==> src/rtl/csr_arbiter.sv <==
// Two-requester arbiter in front of a single async-read / sync-write CSR array.
// The pipeline has priority; a starvation counter and a host lock mode bound that priority.
module csr_arbiter #(
    parameter int unsigned DWIDTH       = 32,
    parameter int unsigned AWIDTH       = 12,
    parameter int unsigned STARVE_LIMIT = 4
) (
    input  logic              clk,
    input  logic              rst_n,
    // Handshake: a request is granted in the cycle where valid_i && ready_o;
    // ready_o is only ever high together with valid_i. While valid_i=1 and
    // ready_o=0 the requester keeps addr/we/wdata stable. The response
    // (rvalid_o, rdata_o) follows one cycle after the grant.
    input  logic              p_valid_i,
    output logic              p_ready_o,
    input  logic              p_we_i,
    input  logic [AWIDTH-1:0] p_addr_i,
    input  logic [DWIDTH-1:0] p_wdata_i,
    output logic              p_rvalid_o,
    output logic [DWIDTH-1:0] p_rdata_o,
    input  logic              h_valid_i,
    output logic              h_ready_o,
    input  logic              h_we_i,
    input  logic [AWIDTH-1:0] h_addr_i,
    input  logic [DWIDTH-1:0] h_wdata_i,
    output logic              h_rvalid_o,
    output logic [DWIDTH-1:0] h_rdata_o,
    input  logic              h_lock_i,
    output logic              csr_we_o,
    output logic [AWIDTH-1:0] csr_addr_o,
    output logic [DWIDTH-1:0] csr_d_o,
    input  logic [DWIDTH-1:0] csr_q_i,
    output logic              locked_o,
    output logic              dbg_state_o,
    output logic [3:0]        dbg_starve_cnt_o
);

    typedef enum logic {ARB = 1'b0, HOST_LOCK = 1'b1} state_e;

    localparam logic [3:0] LIMIT = 4'(STARVE_LIMIT);

    state_e            state_q, state_d;
    logic [3:0]        starve_q, starve_d;
    logic              p_rvalid_q, h_rvalid_q;
    logic [DWIDTH-1:0] p_rdata_q, h_rdata_q;
    logic              force_host, p_grant, h_grant;

    // Grants are gated by rst_n so nothing reaches the array while reset is held.
    always_comb begin
        force_host = (state_q == ARB) && h_valid_i && (starve_q == LIMIT);
        p_grant    = rst_n && p_valid_i && (state_q == ARB) && !force_host;
        h_grant    = rst_n && h_valid_i &&
                     ((state_q == HOST_LOCK) || force_host || !p_valid_i);
    end

    always_comb begin
        csr_we_o   = 1'b0;
        csr_addr_o = '0;
        csr_d_o    = '0;
        if (p_grant) begin
            csr_we_o   = p_we_i;
            csr_addr_o = p_addr_i;
            csr_d_o    = p_wdata_i;
        end else if (h_grant) begin
            csr_we_o   = h_we_i;
            csr_addr_o = h_addr_i;
            csr_d_o    = h_wdata_i;
        end
    end

    always_comb begin
        state_d = state_q;
        if (h_grant) begin
            state_d = h_lock_i ? HOST_LOCK : ARB;
        end

        starve_d = starve_q;
        if (h_grant || !h_valid_i) begin
            starve_d = '0;
        end else if ((state_q == ARB) && p_grant && (starve_q < LIMIT)) begin
            starve_d = starve_q + 4'd1;
        end
    end

    always_ff @(posedge clk or negedge rst_n) begin
        if (!rst_n) begin
            state_q    <= ARB;
            starve_q   <= '0;
            p_rvalid_q <= 1'b0;
            h_rvalid_q <= 1'b0;
            p_rdata_q  <= '0;
            h_rdata_q  <= '0;
        end else begin
            state_q    <= state_d;
            starve_q   <= starve_d;
            p_rvalid_q <= p_grant;
            h_rvalid_q <= h_grant;
            // Capture the pre-write value so a write returns the old contents.
            if (p_grant) p_rdata_q <= csr_q_i;
            if (h_grant) h_rdata_q <= csr_q_i;
        end
    end

    assign p_ready_o        = p_grant;
    assign h_ready_o        = h_grant;
    assign p_rvalid_o       = p_rvalid_q;
    assign h_rvalid_o       = h_rvalid_q;
    assign p_rdata_o        = p_rdata_q;
    assign h_rdata_o        = h_rdata_q;
    assign locked_o         = (state_q == HOST_LOCK);
    assign dbg_state_o      = state_q;
    assign dbg_starve_cnt_o = starve_q;

endmodule

==> config.mk <==
export PLATFORM = sky130hd
export DESIGN_NAME = csr_arbiter
export DESIGN_NICKNAME = d
export VERILOG_FILES = /design/src/rtl/csr_arbiter.sv
export SDC_FILE = /design/constraint.sdc
export NUM_CORES = 1
export LEC_CHECK = 0
export CAP_MARGIN = 25
export CORE_ASPECT_RATIO = 1.4
export CORE_MARGIN = 4
export CORE_UTILIZATION = 30
export DETAILED_ROUTE_END_ITERATION = 12
export PLACE_DENSITY = 0.81
export REMOVE_ABC_BUFFERS = 1
export SETUP_SLACK_MARGIN = 0.3
export SYNTH_ARGS = -nofsm -noshare
export SYNTH_HDL_FRONTEND = slang
export SYNTH_SLANG_ARGS = --single-unit
==> constraint.sdc <==
create_clock -name clk -period 4.22 [get_ports clk]
set_input_delay 0.844 -clock clk [delete_from_list [all_inputs] [get_ports clk]]
set_output_delay 0.844 -clock clk [all_outputs]
set_load 0.01 [all_outputs]
==> metrics.md <==
| Metric | Value |
|---|---|
| Initial Util | 30.53% |
| Synth unique cells | 28 |
| VDD IR-drop max | 0.3129 mV |
| Filler instances | 1043 |
| Pwr dens | 380.5 nW/um^2 |
| Yosys reg bits | 71 |
| Vias per cell | 5.000 |
| Remaining DRCs | 0 |
| Synth Area in Simple Gates | 15.44% |
| Max Freq | 0.2639 GHz |
| Detailed Route WL | 13.65 mm |
| Final hold slack | 371.7 ps |
| Htree depth | 3 |
| Synth Flop Type | dfrtp_1 |
| Post-layout util | 54.18% |
| Setup Viol. Count Final | 0 |
| Design Power | 2425 uW |
| Period minus WS final | 3789 ps |
| Share of layout cells above drive strength 1 | 15.82% |
| Clock buffer depth | 2 |
| YS warnings | 0 |
| DR vias | 3585 |
| First-pass GRT wire length | 20.19 mm |
| RSZ-0062 raised after global routing | yes |
| Post-synth EDFFs | 0 |
| FP Rows | 47 |
| Complex-gate fraction of the synthesized area | 8.084% |
| Asr flop ratio synth | 100.0% |
| Num CTS Buffers | 9 |
| Critical path capture point type | output port |
| Max-slew headroom | 51.68% |
| Seq/Total Area, Yosys | 49.48% |
| HP Class | in -> async |
| Placer congestion estimate | 0.8699 |
| First-pass DRT Iterations | 4 |
| Nets@finish | 693 |
| Mean Syn Cell Area | 10.82 um^2 |
| CP cell instances | clkdlybuf4s50_1 > nand4b_4 > and2_1 > buf_4 > o21ai_0 > clkdlybuf4s50_1 |
| I/O Buffers | 245 |
| R2R cell count | 7 |
| Fin cells | 717 |
| Int Pwr | 1742 uW |
| Top post-synthesis cells by count | dfrtp_1 (71), mux2_2 (61), nand2_1 (50) |
| Root Buffer | clkbuf_16 |
| Initial antenna violation count | 5 |
| Pin count of the biggest net entering global routing | 59 |
| CTS tree | done |
| CP required | 3380 ps |
| Most used cell, CP | clkdlybuf4s50_1 |
| Placed Cells | 700 |
| Clock share of power | 28.5% |
| Post-synthesis adder-cell area fraction | 0.6969% |
| Ports | 246 |
| Fin Clk Skew | 5.270 ps |
| Sink Count | 71 |
| All-Layer GR Usage | 19.11% |
| Slowest CP cell | clkdlybuf4s50_1 |
| Critical path class | in -> out |
| Switching power | 682.2 uW |
| Leakage | 0.002458 uW |
| Clk slew on worst S/H paths | 60 ps |
| GRT Residual Overflow | 0 |
| Die Wd | 100.5 um |
| Share of power burned in registers | 36.8% |
| Routed Antenna Nets | 0 |
| Full die area | 13810 um^2 |
| Mux contribution to synthesized area | 20.07% |
| Crit path DAT | 2950 ps |
| Most frequent cell after synthesis | dfrtp_1 |
| Final period utilization | 89.79% |
| Vias in the first global route | 3725 |
| Worst-Skew Late Latency | 320 ps |
| Final hold vios | 0 |
| Post-Synth XOR/XNOR Area | 0% |
| Logic pwr share | 34.7% |
| Max-slew violations | 0 |
| Worst Tran Pin Value | 724.7 ps |
| Critical Path Source Type | input port |
| Result of the run | finished clean |
| Switching Share | 28.14% |
| DR iter-0 viols | 158 |
| Max FO, Critical Path | 46 |
| Post-Synthesis Cells | 332 |
| Die Ht | 137.5 um |
| DP Wirelength | 10.94 mm |
| Area fraction of the dominant cell type after synthesis | 49.48% |
| Largest family of logic cells by synthesized area | multiplexers |
| Max cap viols | 0 |
| Area delta synth->final | 77.46% |
| Critical path's largest stage delay | 630 ps |
| Hold Buf Count CTS | 0 |
| Area contributors post-synth | dfrtp_1 (49%), mux2_2 (19%), nand4_1 (7.8%) |
| Post-synth top area cell | dfrtp_1 |
| Setup TNS | 0 ps |
| Cell Area, Synth | 3591 um^2 |
| Wire per inst | 19.04 um |
| Core Box Area | 11760 um^2 |
## flip-flops by register name, summed over array words and instances (netlist names)
name	flops
p_rdata_o	32
dbg_starve_cnt_o	4
p_rvalid_o	1
h_rdata_o	32
h_rvalid_o	1
dbg_state_o	1
## power groups by stage
| stage | Clock [uW] | Combinational [uW] | Sequential (uW) |
|---|---|---|---|
| after detailed placement | 0 | 848 | 906 |
| after global placement | 0 | 838 | 896 |
| final | 691 | 841 | 893 |
| after CTS | 715 | 853 | 895 |
| after global routing | 746 | 900 | 912 |
| after floorplan | 0 | 217 | 964 |
## area by class of cell
| cell class | count | area (um^2) | share of cell area, % |
|---|---|---|---|
| antenna | 1 | 2.502 | 0.03927 |
| tap | 147 | 183.9 | 2.886 |
| clock inverter | 6 | 45.04 | 0.7069 |
| multi-input combinational | 224 | 1590 | 24.96 |
| sequential | 71 | 1777 | 27.88 |
| inverter | 4 | 15.01 | 0.2356 |
| timing repair buffer | 254 | 2530 | 39.70 |
| clock buffer | 10 | 229.0 | 3.593 |
## critical path: cells and delay by family
kind	cells	cell delay (ps)
buffers and inverters	3	1480
AOI/OAI and AO/OA	1	330
and+or+nand+nor	2	280
## final timing paths
kind / start / slack (ps) / endpoint
setup / recovery: h_valid_i / 430 / csr_addr_o[0]
hold / removal: rst_n / 370 / dbg_starve_cnt_o[0]$_DFFE_PN0P_
setup reg to reg: dbg_starve_cnt_o[0]$_DFFE_PN0P_ / 1910 / h_rdata_o[12]$_DFFE_PN0P_
hold reg to reg: h_rdata_o[11]$_DFFE_PN0P_ / 500 / h_rdata_o[11]$_DFFE_PN0P_
max in group asynchronous: rst_n / 2880 / h_rdata_o[17]$_DFFE_PN0P_
min in group clk: h_rdata_o[11]$_DFFE_PN0P_ / 500 / h_rdata_o[11]$_DFFE_PN0P_
## cell usage in the layout, fill, tap and decap left out, types with 3 or more instances in the layout
cell type,instances
nand4_1,45
nand2_1,50
clkdlybuf4s50_1,244
and2_1,3
inv_1,3
mux2_1,3
buf_4,9
o21ai_0,39
o21ai_1,7
mux2_2,61
dfrtp_1,71
clkinvlp_4,3
clkbuf_16,9
## logic make-up (layout without fill, tap and decap cells)
| kind of cell | Yosys count | count (layout) |
|---|---|---|
| simple gates | 105 | 105 |
| flops | 71 | 71 |
| mux | 64 | 64 |
| compound gates | 53 | 53 |
| buf+inv | 37 | 274 |
| fa+ha+maj | 2 | 2 |
| other cells | 0 | 1 |
## metrics by stage
stage	area, um^2	worst slack, ps
6_report	6372	430.8
4_1_cts	6370	318.3
3_3_place_gp	6096	355.2
3_5_place_dp	6096	316.6
2_1_floorplan	3382	548.3
5_1_grt	6370	292.4
## layer usage
metal / global-route usage (%) / part of all wire (%) / vias to the layer above / routed length, um
li1: - / - / 1656 / -
met1: 21.84 / 38 / 1685 / 5124
met2: 30.94 / 46 / 208 / 6257
met3: 10.59 / 14 / 26 / 1967
met4: 5.019 / 1.5 / 10 / 211
met5: 0 / 0.64 / - / 88
## what timing repair did
action | CTS | global route
endpoints found under the setup margin | 0 | 3
buffers inserted | 0 | 0
resized for setup | 0 | 1
No activity file was read; power rests on OpenSTA's default activity.
